==> config.mk <==
export PLATFORM = sky130hd
export DESIGN_NAME = cmem_bus_arb
export DESIGN_NICKNAME = d
export VERILOG_FILES = /design/src/rtl/cmem_bus_arb.sv
export SDC_FILE = /design/constraint.sdc
export NUM_CORES = 1
export LEC_CHECK = 0
export CAP_MARGIN = 20
export CORE_AREA = 4 4 531 533
export DETAILED_ROUTE_END_ITERATION = 10
export DIE_AREA = 0 0 535 537
export MAX_ROUTING_LAYER = met4
export PLACE_DENSITY = 0.41
export SETUP_SLACK_MARGIN = 0.15
export SLEW_MARGIN = 25
export SYNTH_ARGS = -nofsm -noshare
export SYNTH_HDL_FRONTEND = slang
export SYNTH_SLANG_ARGS = --single-unit
==> constraint.sdc <==
create_clock -name clk -period 59.1 [get_ports clk]
set_input_delay 11.82 -clock clk [delete_from_list [all_inputs] [get_ports clk]]
set_output_delay 11.82 -clock clk [all_outputs]
set_load 0.01 [all_outputs]
==> src/rtl/cmem_bus_arb.sv <==
// cmem_bus_arb: round-robin line-fill arbiter for NHART cmem instances with
// write-invalidate broadcast and retry of fills made stale by another hart's write.
module cmem_bus_arb #(
    parameter int NHART   = 2,
    parameter int ADDR_W  = 58,
    parameter int LINE_W  = 512,
    parameter int TIMEOUT = 1024
) (
    input  logic                    clk,
    input  logic                    rst,
    input  logic [NHART*ADDR_W-1:0] req_addr,
    input  logic [NHART-1:0]        req_rd,
    output logic [LINE_W-1:0]       req_rdata,
    output logic [NHART-1:0]        req_dv,
    input  logic [NHART*ADDR_W-1:0] wr_addr,
    input  logic [NHART-1:0]        wr_v,
    output logic [NHART-1:0]        wr_stall,
    output logic [ADDR_W-1:0]       inv_addr,
    output logic [NHART-1:0]        inv,
    output logic [ADDR_W-1:0]       m_addr,
    output logic                    m_rd,
    input  logic [LINE_W-1:0]       m_rdata,
    input  logic                    m_dv,
    output logic                    err
);
    localparam int GW = $clog2(NHART);
    localparam int CW = $clog2(TIMEOUT + 1);
    typedef enum logic [1:0] {IDLE, BUSY, RETRY, DONE} state_t;
    state_t            state, state_n;
    logic [GW-1:0]     g, g_n, ptr, ptr_n, pick, wsel, cmp_g;
    logic [CW-1:0]     cnt, cnt_n;
    logic              stale, stale_n, m_rd_n, err_n, hit, ld;
    logic [ADDR_W-1:0] m_addr_n, paddr, waddr, cmp_a;
    logic [NHART-1:0]  wlow;

    always_comb begin
        pick = '0;
        for (int i = NHART - 1; i >= 0; i--)
            if (req_rd[(int'(ptr) + 1 + i) % NHART]) pick = GW'((int'(ptr) + 1 + i) % NHART);
        wsel = '0;
        for (int i = NHART - 1; i >= 0; i--)
            if (wr_v[i]) wsel = GW'(i);
    end

    assign wlow     = wr_v & (~wr_v + NHART'(1));
    assign wr_stall = wr_v & ~wlow;
    assign paddr    = req_addr[pick*ADDR_W +: ADDR_W];
    assign waddr    = wr_addr[wsel*ADDR_W +: ADDR_W];
    // in the grant cycle the fill is not registered yet, so compare against the winner
    assign cmp_g    = (state == IDLE) ? pick : g;
    assign cmp_a    = (state == IDLE) ? paddr : m_addr;
    assign hit      = |wr_v && wsel != cmp_g && waddr == cmp_a;

    always_comb begin
        state_n  = state;
        g_n      = g;
        ptr_n    = ptr;
        cnt_n    = cnt;
        stale_n  = stale | hit;
        m_rd_n   = m_rd;
        m_addr_n = m_addr;
        err_n    = err;
        ld       = 1'b0;
        case (state)
            IDLE: if (|req_rd) begin
                g_n      = pick;
                m_addr_n = paddr;
                m_rd_n   = 1'b1;
                stale_n  = hit;
                cnt_n    = '0;
                state_n  = BUSY;
            end
            BUSY: begin
                cnt_n = cnt + CW'(1);
                if (m_dv) begin
                    m_rd_n  = 1'b0;
                    ld      = !(stale | hit);
                    ptr_n   = ld ? g : ptr;
                    state_n = ld ? DONE : RETRY;
                end else if (cnt == CW'(TIMEOUT - 1)) begin
                    err_n   = 1'b1;
                    m_rd_n  = 1'b0;
                    state_n = IDLE;
                end
            end
            RETRY: begin
                stale_n = hit;
                cnt_n   = '0;
                m_rd_n  = 1'b1;
                state_n = BUSY;
            end
            default: state_n = IDLE;
        endcase
    end

    always_ff @(posedge clk or posedge rst) begin
        if (rst) begin
            state     <= IDLE;
            g         <= '0;
            ptr       <= GW'(NHART - 1);
            cnt       <= '0;
            stale     <= 1'b0;
            m_rd      <= 1'b0;
            m_addr    <= '0;
            err       <= 1'b0;
            req_dv    <= '0;
            req_rdata <= '0;
        end else begin
            state  <= state_n;
            g      <= g_n;
            ptr    <= ptr_n;
            cnt    <= cnt_n;
            stale  <= stale_n;
            m_rd   <= m_rd_n;
            m_addr <= m_addr_n;
            err    <= err_n;
            req_dv <= ld ? (NHART'(1) << g) : '0;
            if (ld) req_rdata <= m_rdata;
        end
    end

    always_ff @(posedge clk or posedge rst) begin
        if (rst) begin
            inv      <= '0;
            inv_addr <= '0;
        end else begin
            inv <= |wr_v ? ~wlow : '0;
            if (|wr_v) inv_addr <= waddr;
        end
    end
endmodule

# Word level (Yosys, flattened, before mapping)
# Index checks and enable logic that the tools add are counted.
dict set report word_totals {
  ff_bits 650
  latchBits 0
  mem_bits_rw 0
  rom_bits 0
  output_inout_bits 636
  mem_count 0
}
dict set report op_classes {
  addsub 4
  multipliers 2
  div_mod_pow 0
  n_lt_le_gt_ge 2
  n_eq_ne 7
  shifts 3
  n_mux 29
  bitwise_logic 9
  n_reduce_logical 13
}
# cell n
set ops {}
lappend ops {{$shiftx A116 B8 Y58} 2}
lappend ops {{$eq A58 B58 Y1} 1}
lappend ops {{$mux W58} 1}
lappend ops {{$pmux W11 S3} 1}
lappend ops {{$add A32 B2 Y32 const B} 1}
lappend ops {{$mux W1} 18}
lappend ops {{$mul A1 B5 Y6 const B} 2}
lappend ops {{$add A11 B1 Y11 const B} 1}
lappend ops {{$eq A11 B10 Y1 const B} 1}
lappend ops {{$mux W11} 1}
lappend ops {{$mux W2} 5}
lappend ops {{$reduce_and A3 Y1} 3}
lappend ops {{$lt A2 B3 Y1 const B} 2}
lappend ops {{$pmux W2 S3} 1}
lappend ops {{$reduce_and A2 Y1} 3}
lappend ops {{$and A2 B2 Y2} 2}
lappend ops {{$not A2 Y2} 2}
lappend ops {{$reduce_or A2 Y1} 2}
lappend ops {{$ne A3 B3 Y1 const B} 1}
lappend ops {{$pmux W1 S3} 1}
lappend ops {{$reduce_bool A3 Y1} 1}
lappend ops {{$add A1 B1 Y2 const B} 1}
lappend ops {{$add A2 B1 Y2 const B} 1}
lappend ops {{$eq A2 B1 Y1 const B} 1}
lappend ops {{12 further kinds} 14}

# Depth between registers and ports, before layout
# Gate-level depths: netlist (run 1).
dict set report depth {
  ltp_word 18
  mapped_depth 16
  mapped_depth_nobuf 8
}

# Least setup slack after synthesis (run 1)
# Ideal clock, no wire load.
dict set report synth_path {
  path_kind {input to output}
  startpoint {input wr_v[1]}
  endpoint {output wr_stall[1]}
  arrival_time_ps 12626
  path_slack_ps 34654
  path_stages 3
  n_path_buf 2
  path_cell_list {buf_2 -> buf_1 -> and2_1}
}
dict set report synth_via {
  elab_chain_cells 5
}
# item line_no
set synth_lines {}
lappend synth_lines {{from (decl)} 16} ;# input logic [NHART-1:0] wr_v,
lappend synth_lines {{$not A2 Y2} 45} ;# assign wlow = wr_v & (~wr_v + NHART'(1));
lappend synth_lines {{$add A2 B1 Y2} 45}
lappend synth_lines {{$and A2 B2 Y2} 45}
lappend synth_lines {{$not A2 Y2} 46} ;# assign wr_stall = wr_v & ~wlow;
lappend synth_lines {{$and A2 B2 Y2 (*)} 46}
lappend synth_lines {{to (decl)} 17} ;# output logic [NHART-1:0] wr_stall,
# Mark *: on every way between the ends. The rest lies on a longest branch, timed or not.

# Worst setup path after layout (run 1)
# Same ends and word-level chain as after synthesis.

==> results of run 1 <==
## registers in the layout, indices dropped and copies added, names as in the netlist
register / cells
cnt: 11
err: 1
g: 1
inv: 2
inv_addr: 58
m_addr: 58
m_rd: 1
ptr: 1
req_dv: 2
req_rdata: 512
stale: 1
state: 2
## layout by cell type (no fill, tap or decap), types with 3 or more instances in the layout
cell type        count
buf_4               44
nand3_1             49
clkinv_2            10
o22ai_1             15
a31o_2               5
clkinvlp_4           4
inv_1                5
inv_6                4
o211a_1             16
o21ai_0             56
clkbuf_16           95
o211ai_1            24
a31oi_1             40
and4_1              16
bufinv_16            6
a21o_1               6
a21oi_1             53
dfrtp_1            649
mux2i_2              4
xor2_1               4
diode_2             99
buf_12               3
a211oi_1            16
nand2b_1             6
mux2_1             235
or4_1                3
clkbuf_8            23
and3_1               3
nand4_1              5
and2_1               5
nand2_1            149
o221ai_1             3
clkbuf_1            22
mux2i_1            129
nor2_1             113
clkdlybuf4s50_1   1383
mux2_2             290
a211o_1             15
a22oi_1              7
## routing by layer
metal	wire length, um	part of all wire (%)	global-route usage (%)
met1	78940	38	15.12
met2	94020	45	21.95
met3	30240	15	9.240
met5	0	0	-
met4	4925	2.4	3.539
## how the worst min path moves through the flow
stage	startpoint	slack [ns]	endpoint
2_1_floorplan	g	0.44	req_dv[0]
3_3_place_gp	err	0.44	err
3_5_place_dp	err	0.45	err
4_1_cts	err	0.47	err
5_1_grt	err	0.48	err
6_report	err	0.46	err
## through the flow
| stage | setup slack, ns | cells |
|---|---|---|
| 6_report | 34.03 | 7347 |
| 3_5_place_dp | 33.97 | 7082 |
| 2_1_floorplan | 29.07 | 2080 |
| 4_1_cts | 33.97 | 7247 |
| 5_1_grt | 33.98 | 7337 |
| 3_3_place_gp | 33.94 | 7082 |
## critical path, stage by stage
cell,delay [ns]
buf_4,0.63
and2_1,0.24
clkdlybuf4s50_1,0.54
## power by group
group | internal, mW | switching (mW) | total, mW
clock | 0.349 | 0.231 | 0.580
sequential | 0.654 | 0.134 | 0.787
combinational | 0.591 | 0.595 | 1.19
## layout make-up
cell class / instances / area [um^2]
Timing Repair Buffer: 1433 / 14280
Fill cell: 30300 / 227300
Clock buffer: 140 / 2776
Inverter: 6 / 30.03
Tap cell: 3705 / 4636
Clock inverter: 25 / 304.0
Antenna cell: 99 / 247.7
Sequential cell: 650 / 16270
Multi-Input combinational cell: 1289 / 10660
## kinds of logic (layout without fill, tap and decap cells)
logic type               count (synthesis)  count (layout)  synth area share (%)
AO/OA/AOI/OAI                          264             264                 6.221
XOR/XNOR                                 4               4                0.1263
adder cells (fa/ha/maj)                  1               1               0.04510
buffers and inverters                  141            1604                 3.140
flip-flops                             650             650                 58.65
multiplexers                           658             658                 26.12
other                                    1             100               0.01352
AND/OR/NAND/NOR                        361             361                 5.689
==> results.tsv, run 1 <==
metric	value	unit
worst_hold_path.num_cells	1	
drcViolationCount	0	
grt_pass1_wl	261300	um
syn_avg_cell_area	13.33	um^2
viasPerCell	3.237	
async_reset_ff_share	100.0	%
cp-start-kind	input port	
peakVddDrop	35.58	uV
yosys.area.top_type_share	58.56	%
port_buffers	1385	
clock_latency	0.80	ns
final_antenna_net_count	0	
critPathKind	input port to primary output	
yosysMostFrequentCell	dfrtp_1	
finalSetupViolations	0	
syn-cell-area	27740	um^2
crit_required	47.28	ns
ys_seq_area_share	58.65	%
tightestPinTransition	1.057	ns
post-route-cell-area	49200	um^2
post_cts_resized	0	
min_period	25.07	ns
grt.total_usage	14.24	%
cts_setup_buffers	0	
cts_buffer_depth	4	
placed_area	45840	um^2
clkSinkCount	650	
synth_area_leader_cell	dfrtp_1	
cp_max_fo	43	
rsz0062_at_grt	false	
ys_warn_count	0	
p_total	2.554	mW
wl_per_cell	28.33	um
antenna_found_initial	153	
min_period_over_period	42.42	%
synth-edff-count	0	
drv_cap	0	
cts_tree	done	
start_util	10.03	%
grt_overflow_total	0	
crit_path_end	wr_stall[1]	
leakagePower	19.03	nW
wirelength	208100	um
synth_cell_types	47	
ctsHoldBuffers	0	
nets	4226	
hold_viol	0	
drv_slew	0	
dp_hpwl	175500	um
dr.pass1.iters	6	
drive_gt1_share	14.23	%
cts_root_buffer	clkbuf_16	
relSlewSlack	27.53	%
tns	0	ns
grt_start_max_net_pins	149	
r2r-start	ptr	
arrival	13.25	ns
fp.dieW	535	um
syn_inst	2080	
grt_pass1_vias	24740	
synthesis.nets	2832	
path_clk_slew	0.06	ns
vias	23780	
max_freq	39.89	MHz
ys_seq_elements	650	
final_core_util	17.80	%
globalplace.congestion	0.8433	
min_path_type	register to register	
ioPinCount	1387	
hold_ws	0.4643	ns
synth.area.top_cells	dfrtp_1, mux2_2, mux2_1	
powerDensity	51.90	nW/um^2
cts_buffers	94	
rr_endpoint	req_rdata[390]	
num_rows	193	
core	276500	um^2
status	complete, no violations	
die-area	287300	um^2
finalClockSkew	0.07477	ns
critPathLaunch	wr_v[1]	
ys.flop_type	dfrtp_1	
rrSetupSlack	50.62	ns
die_y	537	um
drtIter0Drc	1144	
reg2regPathDepth	14	
h-tree-depth	3	
cp-end-kind	primary output	
yosys-top-cells-count	dfrtp_1, mux2_2, mux2_1, nand2_1, mux2i_1	
syn2layout_area_growth	77.41	%
Power figures use the tool's default switching activity.
==> run 2, diff against run 1 <==
- CORE_AREA: 4 4 531 533 -> 4 4 534 536
- DIE_AREA: 0 0 535 537 -> 0 0 538 540
- PLACE_DENSITY: 0.41 -> 0.4
- clock period: 59.1 -> 23.6 ns (I/O delays scaled with it)
==> results.tsv, run 2 (synthesis gave the netlist of run 1 again) <==
metric	value	unit	change
cts_setup_buffers	0		unchanged
dp_hpwl	195300	um	+11%
globalplace.congestion	0.9197		+9.1%
path_clk_slew	0.05	ns	about the same
dr.pass1.iters	7		+1
fp.dieW	538	um	+0.56%
wl_met3	30640	um	+1.3%
nets	4229		+0.071%
cp_slowest_stage_delay	0.95	ns	+0.32 ns
post-route-cell-area	49240	um^2	about the same
relSlewSlack	21.62	%	-5.9 points
num_rows	195		+1.0%
die-area	290500	um^2	+1.1%
grt_start_max_net_pins	77		-48%
most-common-layout-cells	clkdlybuf4s50_1, dfrtp_1, mux2_2		
drive_gt1_share	14.46	%	+0.23 points
rrSetupSlack	16.10	ns	-34.52 ns
die_y	540	um	+0.56%
powerDensity	134.8	nW/um^2	+160%
port_buffers	1385		unchanged
path_cells	buf_2, buf_4, nor2b_4, buf_4, buf_4, mux2i_1, and4_1, o211ai_1, nor4_1, nand4_1, o211ai_4, buf_4, buf_4, buf_4, mux2_2		
post_cts_resized	0		unchanged
min_path_type	register to register		
rsz0062_at_grt	false		
final_antenna_net_count	0		unchanged
cts_tree	done		
critPathMostFrequentCell	buf_4		
ctsHoldBuffers	0		unchanged
grt_overflow_total	0		unchanged
slowest_stage	mux2i_1		
drv_slew	0		unchanged
cp-start-kind	input port		
max_freq	81.56	MHz	
leakagePower	19.05	nW	+0.11%
finalSetupViolations	0		unchanged
clkSinkCount	650		unchanged
critPathKind	input port to register		
top_register	req_rdata		
cts_root_buffer	clkbuf_16		
wl_met1	85070	um	+7.8%
hold_ws	0.4864	ns	+0.02213 ns
peakVddDrop	64.09	uV	+80%
wirelength	229200	um	+10%
drtIter0Drc	1351		+18%
wl_per_cell	31.09	um	+9.7%
met2_length	107100	um	+14%
status	complete, no violations		
cp-end-kind	register		
placed_area	45830	um^2	about the same
viasPerCell	3.292		+1.7%
arrival	12.94	ns	-0.31 ns
min_period	12.26	ns	
setup_ws	11.34	ns	-22.69 ns
cp_max_fo	64		+49%
start_util	9.876	%	-0.15 points
clock_latency	0.81	ns	about the same
drv_cap	0		unchanged
dp_slack	10.37	ns	-23.60 ns
largest_reg_flops	512		unchanged
vias	24270		+2.0%
tightestPinTransition	1.143	ns	+0.08617 ns
hold_viol	0		unchanged
tns	0	ns	unchanged
grt_pass1_vias	25310		+2.3%
place_inst	7117		+0.49%
drcViolationCount	0		unchanged
layout_commonest_cell	clkdlybuf4s50_1		
cts_buffer_depth	4		unchanged
dr.max_layer_used	met4		
fillers	30870		+1.9%
finalClockSkew	0.06171	ns	-0.01306 ns
grt_pass1_wl	286000	um	+9.5%
cts_buffers	100		+6.4%
h-tree-depth	3		unchanged
grt.total_usage	15.59	%	+1.3 points
syn2layout_area_growth	77.53	%	about the same
fin_cells	7373		+0.35%
core	280800	um^2	+1.6%
top_regs	req_rdata (512), inv_addr (58), m_addr (58)		
crit_required	24.28	ns	-23.00 ns
ioPinCount	1387		unchanged
antenna_found_initial	171		+12%
min_period_over_period	51.95	%	
==> run 2: changes by cell type in the layout (fill, tap and decap cells not counted), sizes merged <==
cell      before  now
diode         99   82
clkinv        11   21
clkbuf       140  136
buf           50   47
clkinvlp       4    6
==> run 2: report_power, final <==
| part | switching (mW) | internal (mW) | total, mW |
|---|---|---|---|
| sequential | 0.345 | 1.64 | 1.98 |
| combinational | 1.68 | 1.47 | 3.15 |
| clock | 0.603 | 0.895 | 1.50 |
==> run 2: per-layer routing <==
metal  up-vias  track usage (%)
li1      10430                -
met1     12090            16.53
met2      1413            25.13
met3       337            8.551
met4         0            4.069
met5         -                -
==> run 2: per-stage QoR <==
stage	utilization, %	total power, mW
final	17.53	6.636
after global routing	17.52	7.034
after CTS	17.45	6.835
after detailed placement	16.32	5.242
after global placement	16.31	5.241
after floorplan	-	3.053
==> run 2: area by class of cell <==
| cell class | instances | area [um^2] | area share [%] |
|---|---|---|---|
| sequential | 650 | 16270 | 33.04 |
| multi-input combinational | 1289 | 10660 | 21.65 |
| clock buffer | 136 | 2819 | 5.725 |
| clock inverter | 37 | 369.1 | 0.7496 |
| inverter | 6 | 30.03 | 0.06099 |
| timing repair buffer | 1430 | 14200 | 28.85 |
| tap | 3743 | 4683 | 9.511 |
| antenna | 82 | 205.2 | 0.4167 |
==> run 2: worst max-delay path: cells and delay by family <==
family	cells	cell delay (ns)
compound gates	2	0.87
simple gates	4	1.32
buf+inv	7	4.21
mux	2	1.37
==> run 2: path summary, 6_finish.rpt <==
path                             endpoint  cells after the start     start
hold reg to reg                    cnt[4]                      1    cnt[4]
max in group asynchronous          inv[1]                      7       rst
min in group asynchronous  req_rdata[415]                      2       rst
setup / recovery           req_rdata[429]                     15   wr_v[1]
hold / removal                     cnt[4]                      1    cnt[4]
setup reg to reg           req_rdata[429]                     12  state[0]
==> run 3, diff against run 2 <==
- CORE_AREA: 4 4 534 536 -> 4 4 546 548
- DIE_AREA: 0 0 538 540 -> 0 0 550 552
- clock period: 23.6 -> 11.2 ns (I/O delays scaled with it)
==> results.tsv, run 3 (synthesis gave the netlist of run 1 again) <==
metric	value	unit	change
port_buffers	1385		unchanged
clkSinkCount	650		unchanged
powerDensity	285.1	nW/um^2	+110%
wl_per_cell	30.41	um	-2.2%
grt_overflow_total	0		unchanged
min_path_type	register to register		
h-tree-depth	3		unchanged
multiInputGateArea	10710	um^2	+0.45%
nets	4221		-0.19%
place_inst	7288		+2.4%
clock_latency	0.84	ns	+0.03 ns
cp-end-kind	register		
relSlewSlack	17.83	%	-3.8 points
path_clk_slew	0.06	ns	about the same
arrival	8.02	ns	-4.92 ns
wirelength	229600	um	+0.16%
min_period_over_period	65.80	%	
most-common-layout-cells	clkdlybuf4s50_1, dfrtp_1, mux2_2		
seq_area	16270	um^2	unchanged
drcViolationCount	0		unchanged
post_cts_resized	0		unchanged
slowest_stage	mux2i_2		
cts_buffer_depth	4		unchanged
power_switching_share	39.61	%	about the same
globalplace.congestion	0.9381		+2.0%
max_freq	135.7	MHz	
top_usage_layer	met2		
finalSetupViolations	0		unchanged
fin_cells	7548		+2.4%
top_register	req_rdata		
grt.total_usage	14.95	%	-0.64 points
die-area	303600	um^2	+4.5%
core	293100	um^2	+4.4%
ctsHoldBuffers	0		unchanged
largest_reg_flops	512		unchanged
globalRouteMet1Util	15.64	%	-0.89 points
grt_start_max_net_pins	134		+74%
cts_tree	done		
final_antenna_net_count	0		unchanged
finalClockSkew	0.1285	ns	+0.06678 ns
top_regs	req_rdata (512), inv_addr (58), m_addr (58)		
grt_pass1_vias	24940		-1.4%
ioPinCount	1387		unchanged
syn2layout_area_growth	79.30	%	
leakagePower	19.12	nW	+0.33%
p_int	8.562	mW	+110%
start_util	9.464	%	-0.41 points
vias	24310		+0.18%
viasPerCell	3.221		-2.1%
seqPwrFrac	29.1	%	-0.8 points
clockPowerShare	23.1	%	+0.5 points
grtUsageMet3	11.13	%	+2.6 points
path_cells	buf_2, nor2b_4, buf_4, mux2i_2, and4_1, o22ai_1, nor4_1, nand4_1, o211ai_4, buf_16, buf_12, mux2_1		
layout_commonest_cell	clkdlybuf4s50_1		
cp_max_fo	112		+75%
crit_required	11.85	ns	-12.43 ns
die_y	552	um	+2.2%
fillers	32370		+4.9%
cts_buffers	98		-2.0%
cts_root_buffer	clkbuf_16		
min_period	7.369	ns	
cp.depth	12		-3
cp_slowest_stage_delay	0.76	ns	-0.19 ns
status	complete, no violations		
grt_pass1_wl	285800	um	about the same
p_total	14.18	mW	+110%
drtIter0Drc	1333		-1.3%
tns	0	ns	unchanged
hold_viol	0		unchanged
peakVddDrop	147.0	uV	+130%
tightestPinTransition	1.198	ns	+0.05526 ns
comb_power_share	47.8	%	+0.3 points
crit_family	simple AND/OR/NAND/NOR gates		
dr.pass1.iters	6		-1
drv_slew	0		unchanged
cp_num_buf_inv	4		-3
drv_cap	0		unchanged
worst_hold_path.num_cells	1		unchanged
final_core_util	16.97	%	-0.56 points
cts_setup_buffers	0		unchanged
rsz0062_at_grt	false		
antenna_found_initial	201		+18%
p_sw	5.615	mW	+110%
reg2regPathDepth	11		-1
dp_hpwl	196700	um	+0.73%
cp-start-kind	input port		
drive_gt1_share	14.47	%	about the same
grt_use_met2	22.63	%	-2.5 points
fp.dieW	550	um	+2.2%
critPathKind	input port to register		
num_rows	199		+2.1%
## run 3: changes by cell type in the layout (fill, tap and decap cells not counted), moves of 7 or more
cell	before	now
clkinv_2	20	8
buf_12	1	8
buf_4	44	30
diode_2	82	91
mux2i_1	127	119
## run 3: per-layer routing
layer,part of all wire [%],wire [um],vias to the layer above
met5,0,0,-
met4,2.3,5281,0
met3,17,40050,364
met2,43,99540,1477
met1,37,84690,12050
li1,-,-,10420
## run 3: area by class of cell
| cell class | count | area share, % |
|---|---|---|
| clock inverter | 30 | 0.9712 |
| multi-input combinational | 1289 | 21.53 |
| tap | 3919 | 9.860 |
| sequential | 650 | 32.71 |
| antenna | 91 | 0.4579 |
| clock buffer | 139 | 5.726 |
| inverter | 6 | 0.05284 |
| timing repair buffer | 1424 | 28.69 |
## run 3: worst reg2reg max path, stage by stage, from the launching register on
cell	delay, ns
dfrtp_1	0.52
nor2_4	0.51
buf_4	0.84
o221ai_1	0.37
nand3_1	0.15
nand4_1	0.12
nor4_1	0.81
nand4_1	0.51
o211ai_4	0.61
buf_16	0.24
buf_12	0.47
mux2_1	0.56
## run 3: power by group through the flow
stage	Clock [mW]	Sequential (mW)	Combinational, mW
finish	3.28	4.13	6.77
global route	3.51	4.28	7.27
CTS	3.43	4.14	6.97
detailed placement	0	4.16	6.94
global placement	0	4.14	6.93
floorplan	0	4.55	1.89
## run 3: worst paths after layout
kind	slack, ns	startpoint	to
max	3.83	wr_v[1]	req_rdata[299]
min	0.47	err	err
max reg2reg	5.39	state[1]	req_rdata[299]
min reg2reg	0.47	err	err
max in group asynchronous	7.43	rst	req_rdata[383]
min in group asynchronous	1.84	rst	req_rdata[339]
## run 3: metrics by stage
stage,cell area (um^2),worst slack (ns),hold slack [ns]
after floorplan,27740,0.07821,0.4421
after global placement,46070,2.554,0.4508
after detailed placement,46160,3.088,0.4511
after CTS,49490,3.955,0.4686
after global routing,49690,3.822,0.4938
final,49730,3.831,0.4657
